[src/rtl/serial_deframer_if.sv]
// Serial input and word-output handshake bundle for the serial deframer.
// The master side drives the bit stream and the consumer ready; the slave side is the deframer.
interface serial_deframer_if #(
  parameter int N = 8
) ();
  logic         sin;
  logic         sin_en;
  logic         sync;
  logic [N-1:0] data_out;
  logic         out_valid;
  logic         out_ready;

  modport master (
    output sin, sin_en, sync, out_ready,
    input  data_out, out_valid
  );

  modport slave (
    input  sin, sin_en, sync, out_ready,
    output data_out, out_valid
  );
endinterface

[src/rtl/serial_deframer.sv]
// LSB-first serial-to-parallel receiver with sync alignment, a one-entry
// valid/ready holding register, sticky overrun/resync flags and a word counter.
module serial_deframer #(
  parameter int N  = 8,
  parameter int CW = 8
) (
  input  logic          clk,
  input  logic          reset,
  serial_deframer_if.slave bus,
  input  logic          clear_status,
  output logic          locked,
  output logic          overrun,
  output logic          sync_err,
  output logic [CW-1:0] word_cnt
);
  localparam int BW = (N > 1) ? $clog2(N) : 1;
  localparam logic [BW-1:0] LAST = BW'(N - 1);

  typedef enum logic {HUNT, RUN} state_t;

  state_t        state;
  state_t        state_nxt;
  logic [N-1:0]  sr;
  logic [BW-1:0] bcnt;
  logic          start;
  logic          take;
  logic          mid_sync;
  logic          complete;
  logic          free;
  logic [N-1:0]  word;

  always_ff @(posedge clk) begin
    if (!reset) state <= HUNT;
    else        state <= state_nxt;
  end

  always_comb begin
    state_nxt = state;
    case (state)
      HUNT:    if (bus.sin_en && bus.sync) state_nxt = RUN;
      RUN:     state_nxt = RUN;
      default: state_nxt = HUNT;
    endcase
  end

  // A sync on the last bit of a word is a resync, so it must not also complete the word.
  always_comb begin
    locked   = (state == RUN);
    start    = (state == HUNT) && bus.sin_en && bus.sync;
    take     = (state == RUN) && bus.sin_en;
    mid_sync = take && bus.sync && (bcnt != '0);
    complete = take && !mid_sync && (bcnt == LAST);
    free     = !bus.out_valid || bus.out_ready;
    word     = {bus.sin, sr[N-1:1]};
  end

  // Bit assembly: the newest bit enters at the MSB, so sr[0] ends up as bit 0.
  always_ff @(posedge clk) begin
    if (!reset) begin
      sr   <= '0;
      bcnt <= '0;
    end else if (start || take) begin
      sr <= word;
      if (start || mid_sync) bcnt <= BW'(1);
      else if (bcnt == LAST) bcnt <= '0;
      else                   bcnt <= bcnt + 1'b1;
    end
  end

  // Holding register and status: a word that cannot be stored is dropped, never overwrites.
  always_ff @(posedge clk) begin
    if (!reset) begin
      bus.data_out  <= '0;
      bus.out_valid <= 1'b0;
      word_cnt      <= '0;
      overrun       <= 1'b0;
      sync_err      <= 1'b0;
    end else begin
      if (complete && free) begin
        bus.data_out  <= word;
        bus.out_valid <= 1'b1;
        word_cnt      <= word_cnt + 1'b1;
      end else if (bus.out_valid && bus.out_ready) begin
        bus.out_valid <= 1'b0;
      end

      if (complete && !free) overrun <= 1'b1;
      else if (clear_status) overrun <= 1'b0;

      if (mid_sync)          sync_err <= 1'b1;
      else if (clear_status) sync_err <= 1'b0;
    end
  end
endmodule

[src/flat_wrapper.sv]
// flat-port wrapper written by rule: the top's interface ports become plain ports
module serial_deframer_flat 
#(
  parameter int N  = 8,
  parameter int CW = 8
)
  (clk, reset, clear_status, locked, overrun, sync_err, word_cnt, bus_sin, bus_sin_en, bus_sync, bus_out_ready, bus_data_out, bus_out_valid);
  serial_deframer_if #(.N(N)) bus_i ();
  input  logic clk;
  input  logic reset;
  input  logic clear_status;
  output logic locked;
  output logic overrun;
  output logic sync_err;
  output logic [CW-1:0] word_cnt;
  input wire logic [$bits(bus_i.sin)-1:0] bus_sin;
  input wire logic [$bits(bus_i.sin_en)-1:0] bus_sin_en;
  input wire logic [$bits(bus_i.sync)-1:0] bus_sync;
  input wire logic [$bits(bus_i.out_ready)-1:0] bus_out_ready;
  output wire logic [$bits(bus_i.data_out)-1:0] bus_data_out;
  output wire logic [$bits(bus_i.out_valid)-1:0] bus_out_valid;
  assign bus_i.sin = bus_sin;
  assign bus_i.sin_en = bus_sin_en;
  assign bus_i.sync = bus_sync;
  assign bus_i.out_ready = bus_out_ready;
  assign bus_data_out = bus_i.data_out;
  assign bus_out_valid = bus_i.out_valid;
  serial_deframer #(.N(N), .CW(CW)) u_core (.clk(clk), .reset(reset), .bus(bus_i), .clear_status(clear_status), .locked(locked), .overrun(overrun), .sync_err(sync_err), .word_cnt(word_cnt));
endmodule
[config.mk]
export PLATFORM = sky130hd
export DESIGN_NAME = serial_deframer_flat
export DESIGN_NICKNAME = d
export VERILOG_FILES = /design/src/rtl/serial_deframer_if.sv /design/src/rtl/serial_deframer.sv /design/src/flat_wrapper.sv
export SDC_FILE = /design/constraint.sdc
export NUM_CORES = 1
export LEC_CHECK = 0
export CAP_MARGIN = 15
export CORE_ASPECT_RATIO = 1.75
export CORE_MARGIN = 1.5
export CORE_UTILIZATION = 44
export CTS_CLUSTER_DIAMETER = 120
export DETAILED_ROUTE_END_ITERATION = 12
export PLACE_DENSITY = 0.74
export SETUP_SLACK_MARGIN = 0.4
export SLEW_MARGIN = 40
export SYNTH_ARGS = -nofsm -noshare
export SYNTH_HDL_FRONTEND = slang
export SYNTH_SLANG_ARGS = --single-unit
[constraint.sdc]
create_clock -name clk -period 1.7 [get_ports clk]
set_clock_uncertainty 0.1 [all_clocks]
set_input_delay 0.34 -clock clk [delete_from_list [all_inputs] [get_ports clk]]
set_output_delay 0.34 -clock clk [all_outputs]
set_load 0.05 [all_outputs]
==> summary.txt <==
Worst setup path
  • Peak per-stage delay on the critical path: 0.41 ns
  • Slowest stage cell on the critical path: sky130_fd_sc_hd__or4_1
  • Most frequent CP cell: sky130_fd_sc_hd__ha_4
  • CP startpoint kind: flip-flop
  • Top cell family by delay on the critical path: simple AND/OR/NAND/NOR gates
  • Arrival time of the worst setup path: 1.87 ns
  • Element type at the critical path end: flip-flop
  • CP max FO: 4
  • WP buf/inv: 0
  • Cell breakdown of the critical path: ha_4 > ha_4 > nand3_4 > a211o_1 > or4_1 > a21oi_1
  • CP Data Required Time: 1.81 ns
  • Path type of the worst setup path: reg -> reg

Timing
  • Clock period minus final worst setup slack: 1.75 ns
  • Worst slew margin: 81.9%
  • Post-route worst setup slack: -0.0534 ns
  • Number of slew-limit violations in the final report: 0
  • Hold Fails Final Rpt: 0
  • Final setup fails: 3
  • Worst Max-Slew Pin Slew: 0.270 ns
  • Peak clock frequency supported by timing: 570 MHz
  • RSZ-0062 raised after global routing: true
  • Fin crit share: 103%

Finish
  • Final Util: 71.8%
  • Top library cells by usage in the layout, fill and taps aside: 23 x sky130_fd_sc_hd__buf_4, 22 x sky130_fd_sc_hd__nor2_1, 19 x sky130_fd_sc_hd__mux2i_1, 19 x sky130_fd_sc_hd__dfxtp_1, 9 x sky130_fd_sc_hd__buf_12
  • Final #Nets: 187
  • Antenna cell count: 0
  • Final cell area excluding filler cells: 0.00193 mm²
  • Most common cell after layout, fill and taps aside: sky130_fd_sc_hd__buf_4
  • Share of final-layout standard cells stronger than drive strength 1: 42.0%
  • Synthesis-to-layout area growth: 55.0%

Run
  • Max-capacitance violation count: 0

Placed design
  • Minimum setup slack after placement: -0.276 ns
  • Port buffer count: 26
  • Post-detail-place hpwl: 2120 µm
  • Final GP Congestion: 0.867
  • Placed Instance Area: 0.00173 mm²

Detailed routing
  • Violation count after the first detailed-route iteration: 14
  • TritonRoute pass-1 iters: 4
  • Average via count per standard cell: 5.32
  • Via Count: 1,080
  • Number of nets with antenna violations after routing: 0
  • Number of design rule violations left after detail routing: 0
  • Final Routed Wirelength: 2960 µm
  • Post-DR wirelength/cell: 14.6 µm

Yosys
  • Warning count from the yosys run: 0
  • Share of synthesized cell area in full adder, half adder and majority cells: 4.02%
  • Syn Nets: 140
  • Count of state elements after synthesis: 30
  • Synth Area in XOR/XNOR: 1.41%
  • Instance count of the mapped netlist: 129
  • Post-Synthesis Mean Instance Area: 9.66 µm²
  • Mapped cell area: 0.00125 mm²
  • Library cells used by synthesis: 31
  • Post-synthesis simple-gate area fraction: 18.2%
  • Fraction of the mapped netlist area in compound gates: 9.44%
  • Combinational family with the most area after synthesis: simple AND/OR/NAND/NOR gates
  • Fraction of synthesized area in multiplexers: 15.3%
  • Proportion of synthesized chip area in sequential cells: 48.2%

Floorplan
  • Total Die Area: 0.00317 mm²
  • DIE HEIGHT: 73.4 µm
  • Horiz. Die Dim: 43.2 µm
  • Starting utilization of the core area: 46.3%
  • Number of cell rows: 25
  • I/O pin cnt: 27
  • Area of the placeable core: 0.00269 mm²

CTS
  • Worst skew pair latency: 0.29 ns
  • Num CTS Buffers: 5
  • CTS tree: done
  • H-tree lvl count: 2
  • Longest Clk Path Bufs: 2
  • Root buffer cell: sky130_fd_sc_hd__clkbuf_8
  • Clock transition at the registers of the reported paths: 0.06 ns
  • Clock sink total: 30
  • Hold-fix buffer count after cts: 0

Global routing
  • Via count of the first global-routing pass: 1,156
  • Antenna violations before repair: 0
  • Total global routing overflow: 0
  • Largest net degree at the start of global routing: 18
  • First-pass GRT wire length: 5000 µm
  • All-layer global routing usage: 21.7%

Pwr
  • Worst vdd ir: 702 µV
  • Final Total Pwr: 1.37 mW
  • Areal power density over the cells: 708 mW/mm²
  • Leakage dissipation: 0.837 nW

Status
  • Run status: finished, violations left
  • Failing checks: negative setup slack

Worst hold path
  • Class of the most critical hold timing path: reg -> reg
## kinds of logic after synthesis
kind of cell	count (synthesis)
DFF	30
muxes	19
and+or+nand+nor	46
adders and majority gates	4
AOI/OAI and AO/OA	17
xor gates and xnor gates	2
buffers and inverters	11
## tightest hold or removal path, stage by stage, from the launching register on
cell                      delay [ns]
sky130_fd_sc_hd__dfxtp_2        0.33
sky130_fd_sc_hd__nand2_1        0.06
sky130_fd_sc_hd__mux2i_1        0.06
## state kept, by name, summed over array words and instances (netlist names)
name and cells:
u_core.bus.data_out 8, u_core.word_cnt 8, u_core.sr 7, u_core.bcnt 3
u_core.bus.out_valid 1, u_core.locked 1, u_core.overrun 1, u_core.sync_err 1
## path summary, 6_finish.rpt
path / from / to / slack [ns] / cells past startpoint
worst max-delay path: u_core.bcnt[1] / u_core.word_cnt[7] / -0.05 / 6
worst min register to register: u_core.word_cnt[4] / u_core.word_cnt[4] / 0.39 / 2
worst min-delay path: u_core.word_cnt[4] / u_core.word_cnt[4] / 0.39 / 2
worst max register to register: u_core.bcnt[1] / u_core.word_cnt[7] / -0.05 / 6
## metal layers
| layer | GRT usage, % | part of all wire [%] | wire length [µm] | up-vias |
|---|---|---|---|---|
| met1 | 20.9 | 35 | 1040 | 508 |
| met4 | 15.2 | 3.7 | 111 | 0 |
| met5 | 0 | 0 | 0 | - |
| met2 | 37.8 | 56 | 1670 | 26 |
| li1 | - | - | - | 536 |
| met3 | 6.88 | 4.6 | 136 | 10 |
## report_power, final
group / total [mW] / switching [mW] / internal [mW]
clock network: 0.533 / 0.260 / 0.274
logic: 0.116 / 0.0591 / 0.0567
registers: 0.719 / 0.0102 / 0.708
## metrics by stage
stage / TNS, ns / cells / hold WS (ns)
floorplan: 0 / 129 / 0.360
global placement: -2.62 / 190 / 0.363
detailed placement: -3.63 / 190 / 0.379
CTS: -0.0935 / 201 / 0.390
global route: -0.714 / 203 / 0.408
finish: -0.0635 / 203 / 0.390
## what timing repair did
| item | in CTS | in global routing |
|---|---|---|
| pin swaps | 4 | 3 |
| setup endpoints to repair | 32 | 26 |
| resized for setup | 19 | 9 |
| setup buffers | 3 | 2 |
| gates cloned | 1 | 0 |
## cell type report
cell class              instances  area, µm²
flip-flops and latches         30        622
repair buffers                 45        489
multi-input cells              88        686
clock buffers                   5       68.8
fillers                       198        758
clock inverters                 2       10.0
well taps                      27       33.8
inverters                       6       22.5
## cell usage after synthesis
cell type,instances,area share (%)
sky130_fd_sc_hd__buf_2,2,0.80
sky130_fd_sc_hd__and3_1,1,0.50
sky130_fd_sc_hd__nand2b_4,1,1.1
sky130_fd_sc_hd__or3_1,1,0.50
sky130_fd_sc_hd__dfxtp_1,30,48
sky130_fd_sc_hd__o211a_1,1,0.80
sky130_fd_sc_hd__nor2b_1,2,1.0
sky130_fd_sc_hd__mux2i_1,19,15
sky130_fd_sc_hd__xnor2_1,2,1.4
sky130_fd_sc_hd__a211o_1,1,0.70
sky130_fd_sc_hd__nor2_1,22,6.6
sky130_fd_sc_hd__nand2b_1,4,2.0
sky130_fd_sc_hd__o22ai_1,1,0.50
sky130_fd_sc_hd__clkbuf_1,3,0.90
sky130_fd_sc_hd__o21ai_0,2,0.80
sky130_fd_sc_hd__nand3_2,1,0.80
sky130_fd_sc_hd__a31oi_1,1,0.50
sky130_fd_sc_hd__a2111oi_2,1,1.2
sky130_fd_sc_hd__nand2_1,7,2.1
sky130_fd_sc_hd__nand4b_1,1,0.70
sky130_fd_sc_hd__nand3_1,3,1.2
sky130_fd_sc_hd__a21oi_1,6,2.4
sky130_fd_sc_hd__nand4_1,1,0.50
sky130_fd_sc_hd__ha_1,4,4.0
sky130_fd_sc_hd__inv_2,1,0.30
sky130_fd_sc_hd__or4_1,1,0.60
sky130_fd_sc_hd__o31ai_1,1,0.60
sky130_fd_sc_hd__inv_1,5,1.5
sky130_fd_sc_hd__and2_1,1,0.50
sky130_fd_sc_hd__o221ai_1,1,0.70
sky130_fd_sc_hd__a211oi_1,2,1.2
Note: power is estimated with default switching activity, not from simulation.
